## src/rtl/ysyx_24100029_pkg.sv

```systemverilog
// Shared definitions for the NPC pipeline stage bundles.
//   ST_EMPTY/ST_BUSY/ST_FULL : stage occupancy encoded as {skid_valid, main_valid}
//   PAYLOAD_WIDTH            : default payload width carried between stages
package ysyx_24100029_pkg;

  localparam logic [1:0] ST_EMPTY = 2'b00;
  localparam logic [1:0] ST_BUSY  = 2'b01;
  localparam logic [1:0] ST_FULL  = 2'b11;

  localparam int unsigned PAYLOAD_WIDTH = 32;

endpackage

```

## src/rtl/ysyx_24100029_Reg.sv

```systemverilog
// Generic enabled register with synchronous active-high reset.
//   clock : rising-edge clock
//   reset : synchronous reset, loads RESET_VAL
//   din   : next value, captured when wen is high
//   dout  : registered value
//   wen   : write enable
module ysyx_24100029_Reg #(
  parameter int unsigned      WIDTH     = 1,
  parameter logic [WIDTH-1:0] RESET_VAL = '0
) (
  input  logic             clock,
  input  logic             reset,
  input  logic [WIDTH-1:0] din,
  output logic [WIDTH-1:0] dout,
  input  logic             wen
);

  always_ff @(posedge clock) begin
    if (reset) begin
      dout <= RESET_VAL;
    end else if (wen) begin
      dout <= din;
    end
  end

endmodule

```

## src/rtl/ysyx_24100029_pipe_stage.sv

```systemverilog
// Pipeline stage register with valid/ready handshake, optional two-entry skid
// buffer and synchronous flush.
//   clock, reset        : rising-edge clock, synchronous active-high reset
//   flush               : drop all held entries at the next edge
//   in_valid/in_ready   : upstream handshake, in_data payload
//   out_valid/out_ready : downstream handshake, out_data payload
// SKID=1 registers in_ready (no out_ready->in_ready path); SKID=0 keeps a single
// entry and in_ready depends combinationally on out_ready.
module ysyx_24100029_pipe_stage
  import ysyx_24100029_pkg::*;
#(
  parameter int unsigned      WIDTH     = PAYLOAD_WIDTH,
  parameter logic [WIDTH-1:0] RESET_VAL = '0,
  parameter int unsigned      SKID      = 1
) (
  input  logic             clock,
  input  logic             reset,
  input  logic             flush,
  input  logic             in_valid,
  output logic             in_ready,
  input  logic [WIDTH-1:0] in_data,
  output logic             out_valid,
  input  logic             out_ready,
  output logic [WIDTH-1:0] out_data
);

  logic             main_valid;
  logic             main_valid_d;
  logic [WIDTH-1:0] main_data;
  logic [WIDTH-1:0] main_din;
  logic             main_wen;

  ysyx_24100029_Reg #(
    .WIDTH     (WIDTH),
    .RESET_VAL (RESET_VAL)
  ) u_main_data (
    .clock (clock),
    .reset (reset),
    .din   (main_din),
    .dout  (main_data),
    .wen   (main_wen)
  );

  ysyx_24100029_Reg #(
    .WIDTH     (1),
    .RESET_VAL (1'b0)
  ) u_main_valid (
    .clock (clock),
    .reset (reset),
    .din   (main_valid_d),
    .dout  (main_valid),
    .wen   (1'b1)
  );

  assign out_valid = main_valid;
  assign out_data  = main_data;

  if (SKID != 0) begin : gen_skid
    logic             skid_valid;
    logic             skid_valid_d;
    logic [WIDTH-1:0] skid_data;
    logic             skid_wen;
    logic [1:0]       state;

    ysyx_24100029_Reg #(
      .WIDTH     (WIDTH),
      .RESET_VAL (RESET_VAL)
    ) u_skid_data (
      .clock (clock),
      .reset (reset),
      .din   (in_data),
      .dout  (skid_data),
      .wen   (skid_wen)
    );

    ysyx_24100029_Reg #(
      .WIDTH     (1),
      .RESET_VAL (1'b0)
    ) u_skid_valid (
      .clock (clock),
      .reset (reset),
      .din   (skid_valid_d),
      .dout  (skid_valid),
      .wen   (1'b1)
    );

    assign in_ready = ~skid_valid;
    assign state    = {skid_valid, main_valid};

    // in_ready is 1 in EMPTY and BUSY, so in_valid alone means in_fire there.
    always_comb begin
      main_wen     = 1'b0;
      main_din     = in_data;
      main_valid_d = main_valid;
      skid_wen     = 1'b0;
      skid_valid_d = skid_valid;
      case (state)
        ST_EMPTY: begin
          main_wen     = in_valid;
          main_valid_d = in_valid;
        end
        ST_BUSY: begin
          if (in_valid && out_ready) begin
            main_wen = 1'b1;
          end else if (in_valid) begin
            skid_wen     = 1'b1;
            skid_valid_d = 1'b1;
          end else if (out_ready) begin
            main_valid_d = 1'b0;
          end
        end
        ST_FULL: begin
          if (out_ready) begin
            main_wen     = 1'b1;
            main_din     = skid_data;
            skid_valid_d = 1'b0;
          end
        end
        default: begin
          // skid without main is unreachable; recover to EMPTY
          main_valid_d = 1'b0;
          skid_valid_d = 1'b0;
        end
      endcase
      if (flush) begin
        main_valid_d = 1'b0;
        skid_valid_d = 1'b0;
      end
    end
  end else begin : gen_single
    logic in_fire;

    assign in_ready     = ~main_valid | out_ready;
    assign in_fire      = in_valid & in_ready;
    assign main_wen     = in_fire;
    assign main_din     = in_data;
    assign main_valid_d = ~flush & (in_fire | (main_valid & ~out_ready));
  end

endmodule
```

## config.mk

```make
export PLATFORM = sky130hd
export DESIGN_NAME = ysyx_24100029_pipe_stage
export DESIGN_NICKNAME = d
export VERILOG_FILES = /design/src/rtl/ysyx_24100029_pkg.sv /design/src/rtl/ysyx_24100029_Reg.sv /design/src/rtl/ysyx_24100029_pipe_stage.sv
export SDC_FILE = /design/constraint.sdc
export NUM_CORES = 1
export LEC_CHECK = 0
export CAP_MARGIN = 20
export CORE_AREA = 5 5 60 116
export DETAILED_ROUTE_END_ITERATION = 10
export DIE_AREA = 0 0 65 121
export PLACE_DENSITY_LB_ADDON = 0.1
export SKIP_LAST_GASP = 1
export SLEW_MARGIN = 10
export SYNTH_ARGS = -nofsm -noshare
export SYNTH_HDL_FRONTEND = slang
export SYNTH_SLANG_ARGS = --single-unit
```

## constraint.sdc

```tcl
create_clock -name clock -period 1.6 [get_ports clock]
set_input_delay 0.4 -clock clock [delete_from_list [all_inputs] [get_ports clock]]
set_output_delay 0.4 -clock clock [all_outputs]
set_load 0.02 [all_outputs]
```

# After elaboration in Yosys (flattened, before gate mapping)
# Index checks and enable logic that the tools add are counted.
# op_classes
eq_ne	7
n_mux	15
n_bitwise	3
n_reduce_logical	5
# ops
op	n
32-bit two-way mux	2
1-bit two-way mux	10
2-bit inequality test (second input constant)	5
1-bit one-hot mux with 3 select lines	3
4-bit AND reduction	2
1-bit NOT	3
2-bit by 1-bit == test with 1-bit output (second input constant)	1
2-bit == test (second input constant)	1
2-bit zero test	1
2-bit OR reduction	1
1-bit logical AND	1
# word_totals
regBits	66
input_bits	37
output_inout_bits	34
wordCells	34

# Longest topological paths before layout
# Gate-level depths: netlist of run 1.
# depth
ltp_word	4
ltp_mapped	6
depth_no_buf	3

# By module
# A second synthesis of run 1 with hierarchy kept.
# hier_totals
hier_cells	260
area_unflattened_um2	2974.1
# modules_own_cells
module	instances	cells_per_inst	area_per_inst_um2	seq_area_each_um2
ysyx_24100029_Reg at gen_skid.u_skid_data ...	2	103	1163.6	640.6
ysyx_24100029_pipe_stage	1	48	579.3	0.0
ysyx_24100029_Reg at gen_skid.u_skid_valid ...	2	3	33.8	20.0

# Least setup slack after synthesis of run 1
# Ideal clock, no wire load.
# synth_path
path_kind	flip-flop to flip-flop
start	register u_main_valid.dout
end	register u_main_data.dout[0]
setup_time_ns	0.119
arrival_ns	1.242
t_required_ns	1.481
path_slack_ns	0.239
path_stages_with_launch	6
n_path_buf	2
synth_period_minus_slack_ns	1.361
path_cell_list	dfxtp_1 nand2b_1 nor2b_1 buf_6 buf_6 o221a_2
# synth_between
elab_chain_len	2
word_cells_on_any_way	5
classes_between	eq/ne (2); mux (2); reduce/logical (1)
# synth_lines
item	line_no	rtl
from (decl)	ysyx_24100029_Reg.sv:14	output logic [WIDTH-1:0] dout,
from (signal assigned)	ysyx_24100029_Reg.sv:22	dout <= din;
2-bit == test (tied with other cells)	ysyx_24100029_pipe_stage.sv:97	case (state)
1-bit one-hot mux with 3 select lines or 32-bit two-way mux (tied branches)	ysyx_24100029_pipe_stage.sv:97	
to (signal assigned)	ysyx_24100029_Reg.sv:22	
to (decl)	ysyx_24100029_Reg.sv:14	
# Several ways; a longest one is shown, not always the timed one.
# A chain may end at the register's enable or synchronous reset.

# Final worst setup path of run 1
# layout_path
start	input port in_valid
end	register u_main_data.dout[12]
# layout_between
elab_chain_len	3
# layout_lines
item	line_no	rtl
from (decl)	ysyx_24100029_pipe_stage.sv:19	input logic in_valid,
1-bit logical AND	ysyx_24100029_pipe_stage.sv:103	if (in_valid && out_ready) begin
1-bit two-way mux	ysyx_24100029_pipe_stage.sv:103	
1-bit one-hot mux with 3 select lines (*)	ysyx_24100029_pipe_stage.sv:97	
# Every way passes the cells marked *; elsewhere a longest branch is shown, timed or not.

==> results of run 1 <==
per-layer routing:
metal  vias up  GRT usage  part of all wire
met1      1119     0.2073              0.41
li1       1163          -                 -
met3         6    0.03707             0.037
met4         0    0.09139             0.018
met2        41     0.3258              0.54
met5         -          0                 0
worst register-to-register path: stages (launching register included):
cell and delay (ns):
dfxtp_1 0.32, buf_4 0.14, nor2b_1 0.18, nand2_1 0.11, buf_4 0.21, o221a_2 0.29
area by class of cell:
type	count	area (µm²)	area share
inverters	33	123.9	0.03266
multi-input cells	173	1141	0.3009
well taps	63	78.83	0.02079
repair buffers	87	843.3	0.2224
flip-flops and latches	66	1321	0.3484
clock inverters	2	10.01	0.002639
clock buffers	14	274.0	0.07225
worst max path at each step:
stage,startpoint,end,slack [ns],depth (start not counted)
floorplan,u_main_valid.dout,u_main_data.dout[0],0.24,5
global placement,in_valid,u_main_data.dout[28],-0.31,5
detailed placement,in_valid,u_main_data.dout[16],-0.33,5
CTS,in_valid,u_main_data.dout[27],0.02,5
global route,in_valid,gen_skid.u_skid_data.dout[27],-0.05,5
finish,in_valid,u_main_data.dout[12],0.02,5
cell families after synthesis:
logic type,count (synthesis)
and+or+nand+nor,75
DFF,66
buffers and inverters,60
AOI/OAI and AO/OA,97
muxes,1
power groups by stage:
stage	clock network (mW)	logic [mW]	registers, mW
after floorplan	0	0.188	1.87
after global placement	0	0.551	1.79
after detailed placement	0	0.552	1.80
after CTS	1.87	0.513	1.76
after global routing	1.94	0.544	1.77
final	1.85	0.506	1.76
registers in the layout (all words and copies together), names as in the netlist:
| register | count |
|---|---|
| gen_skid.u_skid_data.dout | 32 |
| u_main_data.dout | 32 |
| gen_skid.u_skid_valid.dout | 1 |
| u_main_valid.dout | 1 |
cell usage after synthesis, types with 2 or more instances:
library cell,instances,area (µm²)
a21oi_1,34,170.2
a21oi_2,30,262.8
buf_1,4,15.01
buf_2,8,40.04
buf_6,8,90.09
buf_8,3,45.04
clkbuf_1,3,11.26
dfxtp_1,66,1321
inv_1,33,123.9
nand2_1,65,244.0
nand2b_1,2,12.51
nor2b_1,2,12.51
o221a_1,12,135.1
o221a_2,20,225.2
per-stage QoR:
step,setup WS [ns],TNS [ns],power (mW),cell area [µm²]
2_1_floorplan,0.2392,0,2.055,2778
3_3_place_gp,-0.3102,-16.33,2.344,3551
3_5_place_dp,-0.3288,-17.80,2.348,3551
4_1_cts,0.01563,0,4.143,3792
5_1_grt,-0.04972,-1.128,4.252,3792
6_report,0.02310,0,4.112,3792
==> out/qor.txt, run 1 <==
Initial Utilization - 0.4664
Filler Cells Inserted - 521
commonest non-fill, non-tap cell in the layout - dfxtp_1
routed wire length - 6858 µm
Avg Inst Size Synth - 9.290 µm²
VDD IR max - 689.0 µV
CP top delay family - buffers and inverters
Slew @ Worst Pin - 0.2464 ns
final antenna-violating net count - 0
DRT iter0 DRCs - 159
CP Cell Sequence - clkdlybuf4s50_1 -> nor2b_1 -> nand2_1 -> buf_4 -> o221a_2
Clock Latency Late Sink - 0.33 ns
min Tclk post-route - 1.577 ns
fin crit share - 0.9856
required time of the critical path - 1.82 ns
mux cell area share after synthesis - 0.003604
drc violations - 0
Vias - 2329
Post-synth EDFFs - 0
share of cells above drive strength 1 - 0.2240
Adder-Cell Fraction of Synth Area - 0
Compound-Gate Fraction of Synth Area - 0.2887
gr usage total - 0.1855
CTS Root Cell - clkbuf_16
pin count of the biggest net entering global routing - 38
Post-CTS Setup Bufs - 0
vias per cell - 5.317
Slew Viols, Final - 0
largest family of logic cells by synthesized area - compound AO/OA/AOI/OAI gates
Clock Power Share - 0.450
port buffer count - 70
Worst Hold Launch - gen_skid.u_skid_data.dout[12]
Core Area - 5956 µm²
post-CTS sizing - 34
Max Cap Violations - 0
P_sw - 0.9726 mW
worst-path maximum fanout - 17
post-synthesis register bit count - 66
Slew headroom - 0.8350
Final Skew - 0.004909 ns
Cell variety after synth - 23
Worst Hold Path EP - gen_skid.u_skid_data.dout[12]
Fin. Hold Viols - 0
leakage power - 1.442 nW
final non-filler cell total - 438
sw frac - 0.2365
DR pass1 iterations - 4
htree depth - 3
I/O pins - 71
CP peak stage delay - 0.56 ns
clock-pin slew on the worst setup and hold paths - 0.05 ns
global-route wire length before repair - 11320 µm
Gate power share - 0.123
Worst R2R Path Depth - 5
Placer Congestion - 0.7331
Hold Path Stages - 2
most frequent cells in the layout - 66 x dfxtp_1, 65 x nand2_1, 35 x clkdlybuf4s50_1
Pwr per Cell Area - 1084 nW/µm²
Setup CP Type - in -> reg
initial antenna violation count - 0
Worst Hold Margin - 0.4677 ns
Layout Utilization - 0.6368
CTS tree - yes
antenna cell count - 0
number of global-route vias before repair - 2377
Die Span X - 65 µm
outcome - completed
Slowest cell on crit path - clkdlybuf4s50_1
end of the worst register-to-register path - u_main_data.dout[12]
yosys warns - 0
cell count after synthesis - 299
dominant synthesized flop cell - dfxtp_1
Fmax - 634.2 MHz
Startpoint Class - input port
die area - 7865 µm²
clk buf depth - 2
post-synthesis simple-gate area fraction - 0.1122
sequential power share - 0.427
final setup violation count - 0
Num Clock Sinks - 66
Mapped Nets - 336
Routed wire per std cell - 15.66 µm
Post-CTS Hold Fix Bufs - 0
fin nets - 407
Worst R2R Setup Slack - 0.25 ns
CP Buf/Inv Count - 2
Detail Placement HPWL - 4600 µm
Layout area overhead - 36.53%
critical path capture point type - register
Num CTS Buffers - 9
Critical Path AT - 1.80 ns
total gr overflow - 0
Int Power - 3.140 mW
RSZ-0062 raised after global routing - yes
Inst Count DP - 422
Async S/R FF share, synth - 0
row cnt - 40
Synth Cell Area - 2778 µm²
start of the worst register-to-register path - gen_skid.u_skid_valid.dout
Hold Crit Class - reg -> reg
register area share after synthesis - 0.4757
post-synthesis xor/xnor area fraction - 0
Die H - 121 µm
(Power assumes the default switching activity.)
==> run 2: changes to the inputs <==
Settings changed: CORE_AREA 5 5 60 116 to 2 2 57 113, DIE_AREA 0 0 65 121 to 0 0 59 115, HOLD_SLACK_MARGIN set to 0.05.
==> out/qor.txt, run 2 (synthesis results as in run 1) <==
RSZ-0062 raised after global routing - no (was yes)
htree depth - 3 (unchanged)
share of cells above drive strength 1 - 0.2219 (was 0.2240)
Layout area overhead - 36.71% (was 36.53%)
Setup WS pre-CTS - -0.2356 ns (was -0.3288 ns)
sequential power share - 0.428 (was 0.427)
Clock Latency Late Sink - 0.33 ns (about the same)
DR pass1 iterations - 6 (was 4)
Final Skew - 0.003397 ns (was 0.004909 ns)
Startpoint Class - input port (unchanged)
P_sw - 0.9617 mW (was 0.9726 mW)
pin count of the biggest net entering global routing - 33 (was 38)
drc violations - 0 (unchanged)
Slowest cell on crit path - clkdlybuf4s50_1 (unchanged)
sw frac - 0.2344 (was 0.2365)
Post-CTS Hold Fix Bufs - 0 (unchanged)
Die H - 115 µm (was 121 µm)
Critical Path AT - 1.75 ns (was 1.80 ns)
VDD IR max - 717.2 µV (was 689.0 µV)
Int Power - 3.141 mW (was 3.140 mW)
die area - 6785 µm² (was 7865 µm²)
Fin. Hold Viols - 0 (unchanged)
post-CTS sizing - 34 (unchanged)
final antenna-violating net count - 0 (unchanged)
Placer Congestion - 0.8164 (was 0.7331)
CP Cell Sequence - clkdlybuf4s50_1 -> buf_4 -> nor4bb_4 -> buf_12 -> nand2_1 -> a21oi_2 (was clkdlybuf4s50_1 -> nor2b_1 -> nand2_1 -> buf_4 -> o221a_2)
commonest non-fill, non-tap cell in the layout - dfxtp_1 (unchanged)
fin crit share - 0.9303 (was 0.9856)
Num CTS Buffers - 9 (unchanged)
number of global-route vias before repair - 2283 (was 2377)
Detail Placement HPWL - 4428 µm (was 4600 µm)
CP Buf/Inv Count - 3 (was 2)
most frequent cells in the layout - 66 x dfxtp_1, 65 x nand2_1, 35 x clkdlybuf4s50_1 (unchanged)
CTS tree - yes (unchanged)
vias per cell - 5.378 (was 5.317)
Setup CP Type - in -> reg (unchanged)
Slew Viols, Final - 0 (unchanged)
gr usage total - 0.2094 (was 0.1855)
Pwr per Cell Area - 1080 nW/µm² (was 1084 nW/µm²)
total gr overflow - 0 (unchanged)
Layout Utilization - 0.6430 (was 0.6368)
global-route wire length before repair - 10700 µm (was 11320 µm)
Post-CTS Setup Bufs - 0 (unchanged)
initial antenna violation count - 0 (unchanged)
Max Cap Violations - 0 (unchanged)
routed wire length - 6448 µm (was 6858 µm)
Inst Count DP - 421 (was 422)
Vias - 2350 (was 2329)
port buffer count - 70 (unchanged)
worst-path maximum fanout - 23 (was 17)
outcome - completed (unchanged)
Slew @ Worst Pin - 0.2923 ns (was 0.2464 ns)
Gate power share - 0.123 (about the same)
final setup violation count - 0 (unchanged)
Clock Power Share - 0.449 (was 0.450)
Core Area - 5906 µm² (was 5956 µm²)
final worst slack - 0.1116 ns (was 0.02310 ns)
Slew headroom - 0.8049 (was 0.8350)
clk buf depth - 2 (unchanged)
PnR Total Power - 4.102 mW (was 4.112 mW)
CTS Root Cell - clkbuf_16 (unchanged)
Fmax - 671.8 MHz (was 634.2 MHz)
fin nets - 406 (was 407)
CP top delay family - buffers and inverters (unchanged)
Initial Utilization - 0.4703 (was 0.4664)
leakage power - 1.439 nW (was 1.442 nW)
CP peak stage delay - 0.43 ns (was 0.56 ns)
I/O pins - 71 (unchanged)
Num Clock Sinks - 66 (unchanged)
antenna cell count - 0 (unchanged)
clock-pin slew on the worst setup and hold paths - 0.05 ns (about the same)
Worst Hold Margin - 0.3978 ns (was 0.4677 ns)
critical path capture point type - register (unchanged)
row cnt - 40 (unchanged)
Die Span X - 59 µm (was 65 µm)
required time of the critical path - 1.87 ns (was 1.82 ns)
largest registers - gen_skid.u_skid_data.dout x32, u_main_data.dout x32 (unchanged)
min Tclk post-route - 1.488 ns (was 1.577 ns)
DRT iter0 DRCs - 120 (was 159)
final non-filler cell total - 437 (was 438)
Hold Crit Class - in -> reg (was reg -> reg)
Routed wire per std cell - 14.76 µm (was 15.66 µm)
[run 2: changes by cell type in the layout (fill, tap and decap cells not counted)]
cell,delta
buf_4,-2
buf_12,+1
[run 2: final timing paths]
kind	start	slack, ns	to	cells after the start
max	out_ready	0.11	gen_skid.u_skid_data.dout[25]	6
min	reset	0.40	gen_skid.u_skid_data.dout[6]	2
max reg2reg	gen_skid.u_skid_valid.dout	0.27	u_main_data.dout[3]	5
min reg2reg	gen_skid.u_skid_data.dout[31]	0.46	gen_skid.u_skid_data.dout[31]	2
[run 2: cell type report]
| type | instances | area, µm² |
|---|---|---|
| Sequential cell | 66 | 1321 |
| Clock inverter | 2 | 10.01 |
| Fill cell | 524 | 2108 |
| Timing Repair Buffer | 86 | 848.3 |
| Multi-Input combinational cell | 173 | 1141 |
| Clock buffer | 14 | 274.0 |
| Tap cell | 63 | 78.83 |
| Inverter | 33 | 123.9 |
[run 2: through the flow]
stage / setup TNS, ns / cell area, µm²
floorplan: 0 / 2778
global placement: -11.42 / 3556
detailed placement: -12.70 / 3556
CTS: 0 / 3797
global route: 0 / 3797
finish: 0 / 3797
[run 2: per-layer routing]
layer | up-vias | global-route usage | share of wire
met5 | - | 0 | 0
met4 | 0 | 0.1379 | 0.029
met3 | 12 | 0.03375 | 0.045
met2 | 61 | 0.3363 | 0.50
met1 | 1117 | 0.2505 | 0.43
li1 | 1160 | - | -
[run 2: power by group through the flow]
stage | clock network (mW) | logic (mW) | registers, mW
after global routing | 1.93 | 0.543 | 1.76
after CTS | 1.87 | 0.510 | 1.76
after detailed placement | 0 | 0.550 | 1.79
final | 1.84 | 0.504 | 1.76
after global placement | 0 | 0.542 | 1.79
after floorplan | 0 | 0.188 | 1.87
==> run 3: changes to the inputs <==
Settings changed: CORE_AREA 2 2 57 113 to 2 2 89 74, DIE_AREA 0 0 59 115 to 0 0 91 76, HOLD_SLACK_MARGIN 0.05 to 0.1.
==> out/qor.txt, run 3 (synthesis results as in run 1) <==
Hold Path Stages - 2 (unchanged)
Startpoint Class - input port (unchanged)
clk buf depth - 2 (unchanged)
port buffer count - 70 (unchanged)
final worst slack - 0.07681 ns (was 0.1116 ns)
PnR Total Power - 3.433 mW (was 4.102 mW)
Vias - 2315 (was 2350)
die area - 6916 µm² (was 6785 µm²)
RSZ-0062 raised after global routing - no (unchanged)
DR pass1 iterations - 4 (was 6)
Pwr per Cell Area - 934.3 nW/µm² (was 1080 nW/µm²)
VDD IR max - 602.9 µV (was 717.2 µV)
gr usage total - 0.1918 (was 0.2094)
sw frac - 0.2593 (was 0.2344)
commonest non-fill, non-tap cell in the layout - dfxtp_1 (unchanged)
Slew headroom - 0.8306 (was 0.8049)
fin crit share - 0.9520 (was 0.9303)
Num CTS Buffers - 9 (unchanged)
CTS Root Cell - clkbuf_8 (was clkbuf_16)
Slew Viols, Final - 0 (unchanged)
start of the worst register-to-register path - gen_skid.u_skid_valid.dout (unchanged)
Int Power - 2.543 mW (was 3.141 mW)
worst-path maximum fanout - 15 (was 23)
Fin. Hold Viols - 0 (unchanged)
Die Span X - 91 µm (was 59 µm)
Routed wire per std cell - 14.09 µm (was 14.76 µm)
leakage power - 1.376 nW (was 1.439 nW)
sequential power share - 0.512 (was 0.428)
number of global-route vias before repair - 2194 (was 2283)
Hold Crit Class - in -> reg (unchanged)
total gr overflow - 0 (unchanged)
Gate power share - 0.145 (was 0.123)
Placer Congestion - 0.7207 (was 0.8164)
row cnt - 26 (was 40)
critical path capture point type - register (unchanged)
Worst R2R Setup Slack - 0.25 ns (was 0.27 ns)
outcome - completed (unchanged)
Critical Path AT - 1.79 ns (was 1.75 ns)
I/O pins - 71 (unchanged)
Core Area - 6116 µm² (was 5906 µm²)
P_sw - 0.8902 mW (was 0.9617 mW)
clock-pin slew on the worst setup and hold paths - 0.06 ns (was 0.05 ns)
antenna cell count - 0 (unchanged)
final antenna-violating net count - 0 (unchanged)
drc violations - 0 (unchanged)
largest registers - gen_skid.u_skid_data.dout x32, u_main_data.dout x32 (unchanged)
Slew @ Worst Pin - 0.2537 ns (was 0.2923 ns)
vias per cell - 5.044 (was 5.378)
Post-CTS Hold Fix Bufs - 0 (unchanged)
Setup WS pre-CTS - -0.2564 ns (was -0.2356 ns)
Initial Utilization - 0.4542 (was 0.4703)
Clock Latency Late Sink - 0.33 ns (about the same)
initial antenna violation count - 0 (unchanged)
pin count of the biggest net entering global routing - 32 (was 33)
Setup CP Type - in -> reg (unchanged)
setup_tns - 0 ns (unchanged)
required time of the critical path - 1.87 ns (about the same)
global-route wire length before repair - 10680 µm (was 10700 µm)
htree depth - 3 (unchanged)
Detail Placement HPWL - 4282 µm (was 4428 µm)
DRT iter0 DRCs - 121 (was 120)
Num Clock Sinks - 66 (unchanged)
Fmax - 656.5 MHz (was 671.8 MHz)
Worst R2R Path Depth - 5 (unchanged)
CTS tree - yes (unchanged)
end of the worst register-to-register path - gen_skid.u_skid_data.dout[26] (was u_main_data.dout[3])
Worst Hold Margin - 0.3460 ns (was 0.3978 ns)
fin nets - 409 (was 406)
most frequent cells in the layout - 66 x dfxtp_1, 65 x nand2_1, 35 x clkdlybuf4s50_1 (unchanged)
Max Cap Violations - 0 (unchanged)
share of cells above drive strength 1 - 0.2267 (was 0.2219)
Worst Hold Launch - reset (unchanged)
final setup violation count - 0 (unchanged)
Clock Power Share - 0.343 (was 0.449)
min Tclk post-route - 1.523 ns (was 1.488 ns)
routed wire length - 6469 µm (was 6448 µm)
Layout Utilization - 0.6009 (was 0.6430)
Layout area overhead - 32.30% (was 36.71%)
Worst Hold Path EP - gen_skid.u_skid_data.dout[5] (was gen_skid.u_skid_data.dout[6])
Final Skew - 0.005316 ns (was 0.003397 ns)
Die H - 76 µm (was 115 µm)
run 3: worst max-delay path: stages:
cell	delay (ns)
clkdlybuf4s50_1	0.54
nor4bb_4	0.36
buf_4	0.28
nand2_1	0.10
a21oi_2	0.12
run 3: layout make-up:
class | instances | area (µm²)
inverter | 33 | 123.9
sequential | 66 | 1321
clock inverter | 3 | 17.52
tap | 84 | 105.1
clock buffer | 11 | 141.4
timing repair buffer | 89 | 824.5
fill | 572 | 2441
multi-input combinational | 173 | 1141
run 3: worst max path at each step:
stage | from | to | cells past startpoint
2_1_floorplan | u_main_valid.dout | u_main_data.dout[0] | 5
3_3_place_gp | in_valid | gen_skid.u_skid_data.dout[2] | 5
3_5_place_dp | in_valid | u_main_data.dout[30] | 5
4_1_cts | in_valid | u_main_data.dout[29] | 5
5_1_grt | in_valid | gen_skid.u_skid_data.dout[30] | 5
6_report | in_valid | gen_skid.u_skid_data.dout[26] | 5
run 3: power groups by stage:
| stage | Sequential (mW) | Combinational [mW] | Clock [mW] |
|---|---|---|---|
| global placement | 1.80 | 0.534 | 0 |
| floorplan | 1.87 | 0.188 | 0 |
| detailed placement | 1.79 | 0.542 | 0 |
| finish | 1.76 | 0.497 | 1.18 |
| global route | 1.77 | 0.532 | 1.28 |
| CTS | 1.76 | 0.498 | 1.21 |
run 3: through the flow:
step           area (µm²)  instances
6_report             3675        459
5_1_grt              3675        459
4_1_cts              3671        459
3_5_place_dp         3555        445
3_3_place_gp         3555        445
2_1_floorplan        2778        299
run 3: metal layers:
| layer | global-route usage | routed length (µm) | up-vias |
|---|---|---|---|
| met5 | 0 | 0 | - |
| met4 | 0.05455 | 53 | 0 |
| met3 | 0.06924 | 336 | 8 |
| met2 | 0.2948 | 2955 | 59 |
| met1 | 0.2550 | 3125 | 1088 |
| li1 | - | - | 1160 |
run 3: repair_timing:
action / in CTS / in global routing
endpoints found under the setup margin: 34 / 3
gates resized for setup: 34 / 1
buffers inserted: 0 / 0
gates cloned: 0 / 0
